<file path="src/rtl/jk_pkg.sv">
// Shared command/state encodings and helpers for the JK flip-flop command sequencer.
package jk_pkg;

    typedef enum logic [1:0] {
        CMD_HOLD   = 2'b00,
        CMD_RESET  = 2'b01,
        CMD_SET    = 2'b10,
        CMD_TOGGLE = 2'b11
    } cmd_e;

    typedef enum logic [1:0] {
        ST_IDLE,
        ST_DRIVE,
        ST_WAIT,
        ST_RESP
    } state_e;

    typedef struct packed {
        logic s;
        logic r;
    } sr_t;

    function automatic sr_t cmd_to_sr(input cmd_e c);
        sr_t sr;
        case (c)
            CMD_HOLD:   sr = '{s: 1'b0, r: 1'b0};
            CMD_RESET:  sr = '{s: 1'b0, r: 1'b1};
            CMD_SET:    sr = '{s: 1'b1, r: 1'b0};
            CMD_TOGGLE: sr = '{s: 1'b1, r: 1'b1};
            default:    sr = '{s: 1'b0, r: 1'b0};
        endcase
        return sr;
    endfunction

    // Q the flop should settle to once the command has been applied to current Q.
    function automatic logic cmd_exp_q(input cmd_e c, input logic q);
        logic e;
        case (c)
            CMD_HOLD:   e = q;
            CMD_RESET:  e = 1'b0;
            CMD_SET:    e = 1'b1;
            CMD_TOGGLE: e = ~q;
            default:    e = q;
        endcase
        return e;
    endfunction

endpackage

</file>
<file path="src/rtl/jk_cmd_sequencer_sync_chain.sv">
// Multi-bit flop chain bringing asynchronous feedback into the clk domain.
module sync_chain #(
    parameter int STAGES = 2,
    parameter int WIDTH  = 2
) (
    input  logic             clk,
    input  logic             rst_n,
    input  logic [WIDTH-1:0] d_i,
    output logic [WIDTH-1:0] q_o
);

    logic [WIDTH-1:0] stage_q [STAGES];

    // NOTE: every stage is reset so a stale value can never look like valid feedback after reset.
    always_ff @(posedge clk or negedge rst_n) begin
        if (!rst_n) begin
            for (int i = 0; i < STAGES; i++) begin
                stage_q[i] <= '0;
            end
        end else begin
            stage_q[0] <= d_i;
            for (int i = 1; i < STAGES; i++) begin
                stage_q[i] <= stage_q[i-1];
            end
        end
    end

    assign q_o = stage_q[STAGES-1];

endmodule

</file>
<file path="src/rtl/jk_cmd_sequencer.sv">
// Turns HOLD/RESET/SET/TOGGLE commands into timed s/r drive for a master-slave JK
// flop, verifies the synchronised Q/Q_bar feedback and keeps saturating counters.
module jk_cmd_sequencer
    import jk_pkg::*;
#(
    parameter int DRIVE_CYCLES = 2,
    parameter int TIMEOUT      = 8,
    parameter int SYNC_STAGES  = 2,
    parameter int CNT_W        = 8
) (
    input  logic             clk,
    input  logic             rst_n,
    input  logic             cmd_valid,
    input  logic [1:0]       cmd,
    output logic             cmd_ready,
    output logic             s,
    output logic             r,
    input  logic             qn,
    input  logic             qn_bar,
    output logic             done,
    output logic             err,
    output logic             exp_q,
    output logic [CNT_W-1:0] cmd_count,
    output logic [CNT_W-1:0] err_count
);

    localparam int DW = $clog2(DRIVE_CYCLES + 1);
    localparam int TW = $clog2(TIMEOUT + 1);
    localparam logic [CNT_W-1:0] CNT_MAX = '1;

    state_e           state_q;
    cmd_e             cmd_q;
    logic             ready_q, s_q, r_q, done_q, err_q, exp_q_q;
    logic [DW-1:0]    drv_cnt_q;
    logic [TW-1:0]    tmo_cnt_q;
    logic [CNT_W-1:0] cmd_count_q, err_count_q;

    logic             q_s, qb_s;
    cmd_e             cmd_in;
    logic             fb_match, fb_illegal, tmo_hit, resp_go_d, resp_err_d;
    logic [CNT_W-1:0] cmd_count_d, err_count_d;
    sr_t              sr_accept, sr_held;

    sync_chain #(
        .STAGES (SYNC_STAGES),
        .WIDTH  (2)
    ) u_fb_sync (
        .clk   (clk),
        .rst_n (rst_n),
        .d_i   ({qn, qn_bar}),
        .q_o   ({q_s, qb_s})
    );

    assign cmd_in    = cmd_e'(cmd);
    assign sr_accept = cmd_to_sr(cmd_in);
    assign sr_held   = cmd_to_sr(cmd_q);

    always_comb begin
        fb_match    = (q_s == exp_q_q) && (qb_s == ~exp_q_q);
        fb_illegal  = (q_s == qb_s);
        tmo_hit     = (tmo_cnt_q == TW'(TIMEOUT - 1));
        // A match takes priority over both the illegal check and the timeout.
        resp_go_d   = fb_match || fb_illegal || tmo_hit;
        resp_err_d  = !fb_match;
        cmd_count_d = (cmd_count_q == CNT_MAX) ? cmd_count_q : cmd_count_q + CNT_W'(1);
        err_count_d = (resp_err_d && err_count_q != CNT_MAX) ? err_count_q + CNT_W'(1)
                                                              : err_count_q;
    end

    // NOTE: sequential state uses non-blocking assignments so every register samples pre-edge values.
    always_ff @(posedge clk or negedge rst_n) begin
        if (!rst_n) begin
            state_q     <= ST_IDLE;
            cmd_q       <= CMD_HOLD;
            ready_q     <= 1'b0;
            s_q         <= 1'b0;
            r_q         <= 1'b0;
            done_q      <= 1'b0;
            err_q       <= 1'b0;
            exp_q_q     <= 1'b0;
            drv_cnt_q   <= '0;
            tmo_cnt_q   <= '0;
            cmd_count_q <= '0;
            err_count_q <= '0;
        end else begin
            done_q <= 1'b0;
            case (state_q)
                ST_IDLE: begin
                    if (ready_q && cmd_valid) begin
                        cmd_q     <= cmd_in;
                        exp_q_q   <= cmd_exp_q(cmd_in, q_s);
                        s_q       <= sr_accept.s;
                        r_q       <= sr_accept.r;
                        drv_cnt_q <= DW'(DRIVE_CYCLES);
                        ready_q   <= 1'b0;
                        state_q   <= ST_DRIVE;
                    end else begin
                        ready_q <= 1'b1;
                    end
                end
                ST_DRIVE: begin
                    if (drv_cnt_q == DW'(1)) begin
                        s_q       <= 1'b0;
                        r_q       <= 1'b0;
                        tmo_cnt_q <= '0;
                        state_q   <= ST_WAIT;
                    end else begin
                        s_q       <= sr_held.s;
                        r_q       <= sr_held.r;
                        drv_cnt_q <= drv_cnt_q - DW'(1);
                    end
                end
                ST_WAIT: begin
                    if (resp_go_d) begin
                        done_q      <= 1'b1;
                        err_q       <= resp_err_d;
                        cmd_count_q <= cmd_count_d;
                        err_count_q <= err_count_d;
                        state_q     <= ST_RESP;
                    end else begin
                        tmo_cnt_q <= tmo_cnt_q + TW'(1);
                    end
                end
                ST_RESP: begin
                    ready_q <= 1'b1;
                    state_q <= ST_IDLE;
                end
                default: begin
                    state_q <= ST_IDLE;
                end
            endcase
        end
    end

    assign cmd_ready = ready_q;
    assign s         = s_q;
    assign r         = r_q;
    assign done      = done_q;
    assign err       = err_q;
    assign exp_q     = exp_q_q;
    assign cmd_count = cmd_count_q;
    assign err_count = err_count_q;

endmodule
</file>
<file path="config.mk">
export PLATFORM = sky130hd
export DESIGN_NAME = jk_cmd_sequencer
export DESIGN_NICKNAME = d
export VERILOG_FILES = /design/src/rtl/jk_pkg.sv /design/src/rtl/jk_cmd_sequencer_sync_chain.sv /design/src/rtl/jk_cmd_sequencer.sv
export SDC_FILE = /design/constraint.sdc
export NUM_CORES = 1
export LEC_CHECK = 0
export ABC_AREA = 1
export BUFFER_PORTS_ARGS = -buffer_cell sky130_fd_sc_hd__buf_2
export CAP_MARGIN = 20
export CORE_UTILIZATION = 55
export DETAILED_ROUTE_END_ITERATION = 10
export PLACE_DENSITY = 0.74
export SLEW_MARGIN = 5
export SYNTH_ARGS = -nofsm -noshare
export SYNTH_HDL_FRONTEND = slang
export SYNTH_SLANG_ARGS = --single-unit
</file>
<file path="constraint.sdc">
create_clock -name clk -period 3.6 [get_ports clk]
set_input_delay 0.36 -clock clk [delete_from_list [all_inputs] [get_ports clk]]
set_output_delay 0.36 -clock clk [all_outputs]
set_load 0.01 [all_outputs]
</file>
==> metrics.csv, run 1 <==
stage,metric,value,unit
synth,register area share after synthesis,0.464,
power_and_ir_drop,cell-internal power,0.832,mW
cells_and_area,share of layout cells above drive strength 1,0.190,
power_and_ir_drop,Lkg Pwr,1.20,nW
sta,Slew Limit Headroom,0.481,
cells_and_area,multi-input logic area,932,µm²
synth,post-synthesis cell area,0.00194,mm²
synth,most numerous cell in the Yosys netlist,nand2_1,
worst_setup_path,reg2reg path depth,6,
clock_tree,hold buffer count at cts,0,
drt,Via Count,1570,
clock_tree,H-Tree Depth,2,
power_and_ir_drop,Seq pwr share,0.422,
worst_setup_path,Buf/Inv on CP,2,
clock_tree,Post-CTS Setup Bufs,0,
drt,ANT nets after route,0,
power_and_ir_drop,Comb pwr share,0.443,
worst_setup_path,crit path max-delay cell type,ha_1,
synth,Post-Syn Nets,256,
power_and_ir_drop,Final Power,1.47,mW
worst_setup_path,CP arrival,2070,ps
sta,Setup-failing EPs final,0,
die,Ports,29,
synth,cell taking the most area after synthesis,dfrtp_1,
synth,Synth warnings,0,
die,Core Box Area,0.00336,mm²
drt,wl on met1,1790,µm
drt,DR iter-0 viols,145,
flow_run,max_cap viols,0,
drt,vias per cell,4.91,
clock_tree,post-cts sizing count,0,
sta,Clock Skew,7.16,ps
sta,Final Critical Period,1800,ps
power_and_ir_drop,pwr/cell area,679,mW/mm²
sta,actual slew at the worst max-slew pin,778,ps
drt,met3 wire len,140,µm
placement,Final GP Congestion,0.820,
drt,top layer in use,met4,
synth,synth cell count leaders,"nand2_1, dfrtp_1, inv_1",
die,die span in x,61.4,µm
drt,final WL,3550,µm
die,initial core utilization,0.578,
synth,Synth area leaders,"dfrtp_1, nand2_1, ha_1, nand3_1, inv_1",
drt,Post-route DRC,0,
placement,hpwl dp,2620,µm
clock_tree,TritonCTS sink count,36,
worst_setup_path,Crit. Startpoint,state_q[0],
worst_setup_path,Crit Path Class,register to register,
die,std cell rows,21,
worst_setup_path,"Critical Path, Cell by Cell",inv_1 -> ha_1 -> nand3_2 -> inv_1 -> nand2_1 -> nand2_1,
cells_and_area,synthesis-to-layout area growth,11.7,%
grt,grt total ovfl,0,
worst_setup_path,critical path's top delay family,adder cells,
worst_setup_path,Setup crit end kind,register,
synth,top cell type's share of synthesized area,0.464,
power_and_ir_drop,P_sw,0.642,mW
drt,WL/cell,11.1,µm
drt,Routed met2 length,1590,µm
die,die height,61.4,µm
cells_and_area,final-layout fill cell count,312,
die,die area,0.00377,mm²
grt,global-route wire length before repair,5980,µm
sta,fmax,0.556,GHz
cells_and_area,storage element area,901,µm²
synth,"EDFF count, synth",0,
power_and_ir_drop,Peak VDD IR,0.413,mV
clock_tree,CTS tree,yes,
sta,RSZ-0062 raised after global routing,false,
clock_tree,Num CTS Buffers,5,
sta,setup TNS,0,ps
clock_tree,clock-pin slew of the registers on the worst-case setup and hold paths,100,ps
grt,Overall Global Routing Usage,0.218,
sta,final worst-path cycle share,0.500,
worst_setup_path,Max Fanout on Critical Path,14,
power_and_ir_drop,clock share of power,0.135,
synth,Mapped Cells,241,
synth,post-synth cell types,25,
cells_and_area,ANT cells,0,
synth,Synth async-reset ratio,1.00,
clock_tree,CTS max path bufs,2,
worst_setup_path,Max stage delay on crit path,490,ps
min_path,Worst Hold Class,primary input to async pin,
sta,Final Hold Viols,0,
synth,syn avg cell area,8.06,µm²
sta,Max Slew Vio Count,0,
worst_setup_path,r2r setup slk,1800,ps
placement,IO Port Bufs,28,
worst_setup_path,Stages on worst setup path,6,
cells_and_area,post-layout net count,289,
clock_tree,clk_lat worst skew,340,ps
power_and_ir_drop,switching share of total power,0.435,
worst_setup_path,crit start category,register,
worst_setup_path,Worst Path Required,3870,ps
grt,initial antenna violation count,0,
worst_setup_path,reg-to-reg startpoint,state_q[0],
worst_setup_path,FF-to-FF End,cmd_count[3],
clock_tree,clk root buf,clkbuf_4,
run_status,status,finished clean,
synth,main flop type after synthesis,dfrtp_1,
drt,drt first pass iters,4,
grt,vias in the first global route,1386,
grt,largest net degree at the start of global routing,37,
synth,Synth Register Bits,36,
-- layout make-up --
type,instances,share of cell area
clock buffer,6,0.0190
clock inverter,1,0.00231
inverter,25,0.0432
multi-input combinational,178,0.429
sequential,36,0.415
tap,46,0.0265
timing repair buffer,28,0.0646
-- power by group through the flow --
stage                     Combinational (mW)  Sequential [mW]  Clock, mW
after floorplan                        0.461            0.647          0
after global placement                 0.641            0.624          0
after detailed placement               0.658            0.628          0
after CTS                              0.660            0.620      0.207
after global routing                   0.762            0.639      0.226
final                                  0.653            0.622      0.198
-- registers in the layout, summed over array words and instances (netlist names), 2 cells and up --
register and count:
err_count 8, cmd_q 2, drv_cnt_q 2, u_fb_sync.stage_q 2
state_q 2, cmd_count 8, u_fb_sync.q_o 2, tmo_cnt_q 4
-- worst max path at each step --
stage / slack (ps) / to
6_report: 1800 / cmd_count[3]
5_1_grt: 1600 / cmd_count[7]
4_1_cts: 1790 / cmd_count[3]
3_5_place_dp: 1810 / cmd_count[3]
3_3_place_gp: 1920 / cmd_count[0]
2_1_floorplan: 2210 / state_q[1]
-- cell usage in the layout (no fill, tap or decap), drive strengths merged --
| master | count |
|---|---|
| clkinv | 1 |
| o211ai | 1 |
| nand3 | 22 |
| nand4 | 3 |
| nand3b | 3 |
| buf | 28 |
| clkbuf | 6 |
| ha | 8 |
| nor2 | 16 |
| inv | 25 |
| o21ai | 8 |
| xor2 | 3 |
| dfrtp | 36 |
| nand2 | 102 |
| xnor2 | 5 |
| a21oi | 4 |
| a31oi | 3 |
-- per-stage QoR --
step                instances  setup slack, ps  cell area [µm²]   util  hold WS [ps]
floorplan                 241             2210             1940      -          64.4
global placement          313             1920             2120  0.632           334
detailed placement        313             1810             2120  0.632           342
CTS                       320             1790             2170  0.645           105
global route              320             1600             2170  0.645          91.2
finish                    320             1800             2170  0.645          88.8
-- cell families after synthesis --
family / count (synthesis) / share of synthesized area
buf+inv: 27 / 0.0567
compound gates: 16 / 0.0522
xor+xnor: 8 / 0.0361
fa+ha+maj: 8 / 0.0515
flops: 36 / 0.464
simple gates: 146 / 0.340
-- metal layers --
metal  global-route usage  up-vias
met5                    0        -
met1                0.289      702
li1                     -      829
met2                0.346       35
met3               0.0567        4
met4               0.0762        0
Power figures use the tool's default switching activity.
==> run 2, diff against run 1 <==
==> constraint.sdc (replaced) <==
create_clock -name clk -period 1.8 [get_ports clk]
set_input_delay 0.18 -clock clk [delete_from_list [all_inputs] [get_ports clk]]
set_output_delay 0.18 -clock clk [all_outputs]
set_load 0.01 [all_outputs]
==> run 2 against run 1 <==
Net effect:
- critical path depth up 2
- combinational power up 100%
- first-iteration DRC count down 21%
- clock skew down 3.4 ps
- sequential share of layout area down 1.1 points
- wire length down 3.8%
- power up 110%
- utilization up 1.7 points
- largest cell class unchanged
==> metrics.csv, run 2 (synthesis gave the netlist of run 1 again) <==
stage,metric,value,unit,change
cells_and_area,ANT cells,0,,unchanged
drt,WL/cell,10.5,µm,-5.0%
worst_setup_path,CP arrival,1870,ps,-200 ps
sta,Final Critical Period,1600,ps,-201 ps
power_and_ir_drop,clock share of power,0.157,,+0.022
power_and_ir_drop,Lkg Pwr,1.22,nW,+2.2%
clock_tree,CTS tree,yes,,
drt,Post-route DRC,0,,unchanged
drt,drt first pass iters,4,,unchanged
flow_run,max_cap viols,0,,unchanged
worst_setup_path,Max Fanout on Critical Path,12,,-2
sta,Slew Limit Headroom,0.480,,-0.00102
min_path,worst hold path cell count,3,,
worst_setup_path,Setup crit end kind,register,,
die,die height,61.4,µm,unchanged
grt,Overall Global Routing Usage,0.212,,-0.00595
cells_and_area,final core occ,0.663,,+0.0175
power_and_ir_drop,P_sw,1.28,mW,+99%
min_path,Worst Hold Class,primary input to register,,
placement,Final GP Congestion,0.831,,+1.4%
worst_setup_path,Crit. Startpoint,cmd_count[0],,
die,die area,0.00377,mm²,unchanged
grt,global-route wire length before repair,5910,µm,-1.0%
run_status,status,finished clean,,
cells_and_area,final-layout fill cell count,311,,-0.32%
clock_tree,TritonCTS sink count,36,,unchanged
die,std cell rows,21,,unchanged
drt,DR iter-0 viols,115,,-21%
worst_setup_path,crit start category,register,,
power_and_ir_drop,cell-internal power,1.76,mW,+110%
sta,final worst-path cycle share,0.888,,+0.388
power_and_ir_drop,pwr/cell area,1360,mW/mm²,+100%
sta,Max Slew Vio Count,0,,unchanged
worst_setup_path,reg2reg path depth,8,,+2
die,initial core utilization,0.578,,unchanged
drt,Via Count,1570,,unchanged
drt,vias per cell,4.85,,-1.2%
die,die span in x,61.4,µm,unchanged
power_and_ir_drop,Comb pwr share,0.434,,-0.009
drt,final WL,3420,µm,-3.8%
grt,largest net degree at the start of global routing,37,,unchanged
clock_tree,clk_lat worst skew,320,ps,-20 ps
worst_setup_path,r2r setup slk,200,ps,-1600 ps
grt,initial antenna violation count,0,,unchanged
worst_setup_path,Worst Path Required,2070,ps,-1800 ps
cells_and_area,"most common cell after layout, fill and taps aside",nand2_1,,
cells_and_area,post-layout net count,293,,+1.4%
cells_and_area,most frequent cells in the layout,"nand2_1, dfrtp_1, buf_2, inv_1, nand3_1",,
power_and_ir_drop,switching share of total power,0.421,,-0.0149
grt,vias in the first global route,1442,,+4.0%
placement,IO Port Bufs,28,,unchanged
sta,hold slack final,91.2,ps,+2.40 ps
clock_tree,Num CTS Buffers,5,,unchanged
worst_setup_path,crit path capture,cmd_count[1],,
worst_setup_path,FF-to-FF End,cmd_count[1],,
power_and_ir_drop,Peak VDD IR,0.642,mV,+56%
sta,fmax,0.626,GHz,+13%
worst_setup_path,Crit Path Class,register to register,,
sta,Setup-failing EPs final,0,,unchanged
sta,RSZ-0062 raised after global routing,false,,
placement,hpwl dp,2460,µm,-6.2%
sta,Final Hold Viols,0,,unchanged
clock_tree,CTS max path bufs,2,,unchanged
placement,Placed Cells,314,,+0.32%
clock_tree,clock-pin slew of the registers on the worst-case setup and hold paths,110,ps,about the same
cells_and_area,"non-filler cells, final",324,,+1.3%
clock_tree,clk root buf,clkbuf_4,,
sta,Clock Skew,3.72,ps,-3.44 ps
sta,actual slew at the worst max-slew pin,779,ps,+1.52 ps
cells_and_area,synthesis-to-layout area growth,14.7,%,
die,Ports,29,,unchanged
cells_and_area,share of layout cells above drive strength 1,0.198,,+0.00806
power_and_ir_drop,Seq pwr share,0.409,,-0.013
die,Core Box Area,0.00336,mm²,unchanged
worst_setup_path,reg-to-reg startpoint,cmd_count[0],,
drt,ANT nets after route,0,,unchanged
clock_tree,H-Tree Depth,2,,unchanged
grt,grt total ovfl,0,,unchanged
sta,setup TNS,0,ps,unchanged
[run 2: cell types whose count changed in the layout (fill, tap and decap cells not counted), sizes merged]
cell         change
dlygate4sd3      +3
buf              +1
clkinv           -1
clkbuf           +1
[run 2: power by group through the flow]
stage	Combinational [mW]	Sequential, mW	Clock (mW)
6_report	1.32	1.24	0.476
5_1_grt	1.56	1.28	0.521
3_5_place_dp	1.32	1.26	0
2_1_floorplan	0.921	1.29	0
3_3_place_gp	1.30	1.25	0
4_1_cts	1.34	1.25	0.495
[run 2: worst min path at each step]
stage | from | to | slack [ps]
final | cmd[0] | cmd_q[0] | 90
after global routing | cmd[0] | cmd_q[0] | 90
after CTS | cmd[0] | cmd_q[0] | 80
after detailed placement | qn_bar | u_fb_sync.stage_q[2] | 290
after global placement | qn_bar | u_fb_sync.stage_q[2] | 290
after floorplan | rst_n | cmd_count[0] | -120
[run 2: timing repair]
item | in CTS | in global routing
resized for setup | 0 | 1
buffers inserted | 0 | 0
hold buffers | 3 | 0
endpoints found under the setup margin | 0 | 2
endpoints found under the hold margin | 38 | 0
[run 2: layout make-up]
class	count	area, µm²	area share
timing repair buffer	32	178	0.0797
tap	46	57.6	0.0258
clock buffer	7	65.1	0.0292
inverter	25	93.8	0.0421
sequential	36	901	0.404
multi-input combinational	178	935	0.419
[run 2: stage by stage]
stage               worst slack, ps  power [mW]  area [µm²]
finish                          201        3.04        2230
global route                   34.1        3.36        2230
CTS                             168        3.08        2230
detailed placement              197        2.58        2130
global placement                239        2.55        2130
floorplan                       414        2.22        1940
[run 2: per-layer routing]
metal / vias up / global-route usage / wire length (µm)
li1: 832 / - / -
met1: 713 / 0.270 / 1620
met2: 21 / 0.359 / 1660
met3: 4 / 0.0378 / 90
met4: 0 / 0.0825 / 45
met5: - / 0 / 0
[run 2: critical path, cell delays in order (launching register included)]
cell and delay (ps):
dfrtp_1 440, ha_1 240, nand3_1 130, nor2_2 60, nand2_1 70, nand3_2 240
inv_1 230, nand2_1 70, nand2_1 60
==> run 3, diff against run 2 <==
--- a/config.mk
+++ b/config.mk
@@ -8,10 +8,11 @@
 export ABC_AREA = 1
 export BUFFER_PORTS_ARGS = -buffer_cell sky130_fd_sc_hd__buf_2
 export CAP_MARGIN = 20
-export CORE_UTILIZATION = 55
+export CORE_UTILIZATION = 50
 export DETAILED_ROUTE_END_ITERATION = 10
-export PLACE_DENSITY = 0.74
+export PLACE_DENSITY = 0.68
 export SLEW_MARGIN = 5
 export SYNTH_ARGS = -nofsm -noshare
 export SYNTH_HDL_FRONTEND = slang
 export SYNTH_SLANG_ARGS = --single-unit
+export TNS_END_PERCENT = 10
==> run 3 against run 2 <==
Net effect:
- clock skew hardly changed
- first-iteration DRC count is 32% lower
- setup slack better by 37 ps
- non-clock buffer count is 2 higher
- critical path depth is 2 higher
- clock-buffer cell count is 1 higher
- cell count is 1.5% higher
- die area is 9.7% higher
- largest power group unchanged
==> metrics.csv, run 3 (synthesis gave the netlist of run 1 again) <==
stage,metric,value,unit,change
worst_setup_path,CP arrival,1790,ps,-80 ps
placement,hpwl dp,2690,µm,+9.5%
run_status,status,finished clean,,
cells_and_area,most frequent cells in the layout,"nand2_1, dfrtp_1, buf_2, inv_1, nand3_1",,
worst_setup_path,Worst Path Required,2030,ps,-40 ps
flow_run,max_cap viols,0,,unchanged
sta,hold slack final,135,ps,+43.5 ps
placement,Final GP Congestion,0.837,,+0.65%
drt,ANT nets after route,0,,unchanged
grt,largest net degree at the start of global routing,20,,-46%
clock_tree,H-Tree Depth,2,,unchanged
drt,DR iter-0 viols,78,,-32%
drt,final WL,3720,µm,+8.9%
cells_and_area,post-layout net count,295,,+0.68%
clock_tree,Post-CTS Setup Bufs,0,,unchanged
sta,Max Slew Vio Count,0,,unchanged
clock_tree,CTS max path bufs,2,,unchanged
power_and_ir_drop,Final Power,3.20,mW,+5.4%
drt,Routed met2 length,1700,µm,+2.4%
drt,Post-route DRC,0,,unchanged
die,Core Box Area,0.00369,mm²,+9.7%
die,die height,64.3,µm,+4.7%
sta,Setup-failing EPs final,0,,unchanged
clock_tree,Num CTS Buffers,5,,unchanged
sta,fmax,0.641,GHz,+2.4%
cells_and_area,synthesis-to-layout area growth,17.6,%,
sta,actual slew at the worst max-slew pin,457,ps,-323 ps
grt,vias in the first global route,1488,,+3.2%
clock_tree,TritonCTS sink count,36,,unchanged
min_path,Worst Hold Class,primary input to register,,
sta,final setup margin,239,ps,+37.5 ps
sta,final worst-path cycle share,0.867,,-0.0208
grt,grt total ovfl,0,,unchanged
placement,pre-CTS setup slack,212,ps,+14.9 ps
drt,drt first pass iters,4,,unchanged
sta,RSZ-0062 raised after global routing,false,,
sta,Clock Skew,3.93,ps,+0.214 ps
worst_setup_path,Setup crit end kind,register,,
clock_tree,clk_lat worst skew,290,ps,-30 ps
clock_tree,clk root buf,clkbuf_8,,
drt,top layer in use,met4,,
die,Ports,29,,unchanged
drt,wl on met1,1830,µm,+13%
die,initial core utilization,0.527,,-0.0510
sta,Final Hold Viols,0,,unchanged
power_and_ir_drop,Lkg Pwr,1.24,nW,+1.9%
clock_tree,clock-pin slew of the registers on the worst-case setup and hold paths,70,ps,-40 ps
power_and_ir_drop,pwr/cell area,1400,mW/mm²,+2.8%
cells_and_area,"most common cell after layout, fill and taps aside",nand2_1,,
clock_tree,CTS tree,yes,,
drt,vias per cell,4.89,,+0.86%
sta,Final Critical Period,1560,ps,-37.5 ps
worst_setup_path,crit start category,register,,
drt,Via Count,1608,,+2.4%
die,die area,0.00414,mm²,+9.7%
drt,met3 wire len,130,µm,+44%
die,std cell rows,22,,+4.8%
drt,WL/cell,11.3,µm,+7.2%
power_and_ir_drop,Peak VDD IR,0.693,mV,+7.9%
worst_setup_path,Max Fanout on Critical Path,6,,-6
sta,Slew Limit Headroom,0.696,,+0.215
grt,initial antenna violation count,0,,unchanged
cells_and_area,share of layout cells above drive strength 1,0.199,,+0.00145
sta,setup TNS,0,ps,unchanged
die,die span in x,64.3,µm,+4.7%
grt,Overall Global Routing Usage,0.211,,-0.000818
worst_setup_path,Crit Path Class,register to register,,
placement,IO Port Bufs,28,,unchanged
grt,global-route wire length before repair,6640,µm,+12%
cells_and_area,ANT cells,0,,unchanged
## run 3: cell count changes in the layout (fill, tap and decap cells not counted)
cell,change
clkbuf_4,-5
clkbuf_8,+4
clkbuf_1,+2
buf_12,+1
buf_4,+1
## run 3: through the flow
step / util / instance area [µm²] / std cells
global placement: 0.586 / 2160 / 318
floorplan: - / 1940 / 241
global route: 0.619 / 2280 / 329
CTS: 0.619 / 2280 / 329
finish: 0.619 / 2280 / 329
detailed placement: 0.586 / 2160 / 318
## run 3: worst paths after layout
| check | end | from | depth (start not counted) | slack [ps] |
|---|---|---|---|---|
| min in group asynchronous | cmd_q[1] | rst_n | 2 | 370 |
| min | cmd_q[1] | cmd[1] | 3 | 130 |
| min reg2reg | u_fb_sync.q_o[0] | u_fb_sync.stage_q[2] | 0 | 350 |
| max | state_q[1] | state_q[1] | 10 | 240 |
| max in group asynchronous | cmd_count[2] | rst_n | 3 | 980 |
| max reg2reg | state_q[1] | state_q[1] | 10 | 240 |
## run 3: where the power goes
group          internal, mW  leakage (nW)  switching (mW)
logic                 0.509         0.740           0.856
clock network         0.312        0.0455           0.277
registers              1.05         0.459           0.201
total                  1.87          1.24            1.33
## run 3: per-layer routing
| metal | global-route usage | up-vias |
|---|---|---|
| li1 | - | 837 |
| met4 | 0.0833 | 0 |
| met3 | 0.0643 | 7 |
| met1 | 0.267 | 740 |
| met5 | 0 | - |
| met2 | 0.336 | 24 |
## run 3: worst max-delay path, stage by stage (launching register included)
cell and delay [ps]:
dfrtp_1 410, inv_1 90, ha_1 200, inv_1 110
nor2_2 220, inv_1 130, nand2_1 80, inv_1 60
nand2_1 80, nand2_1 60, nand2_1 60
## run 3: cell type report
class / count / area (µm²)
multi-input combinational: 178 / 935
tap: 48 / 60.1
inverter: 25 / 93.8
sequential: 36 / 901
timing repair buffer: 34 / 205
clock buffer: 8 / 90.1
fill: 333 / 1400
## run 3: repair_timing
action | in CTS | in global routing
hold buffers | 3 | 0
hold endpoints to repair | 20 | 0
gates resized for setup | 0 | 1
endpoints found under the setup margin | 0 | 2
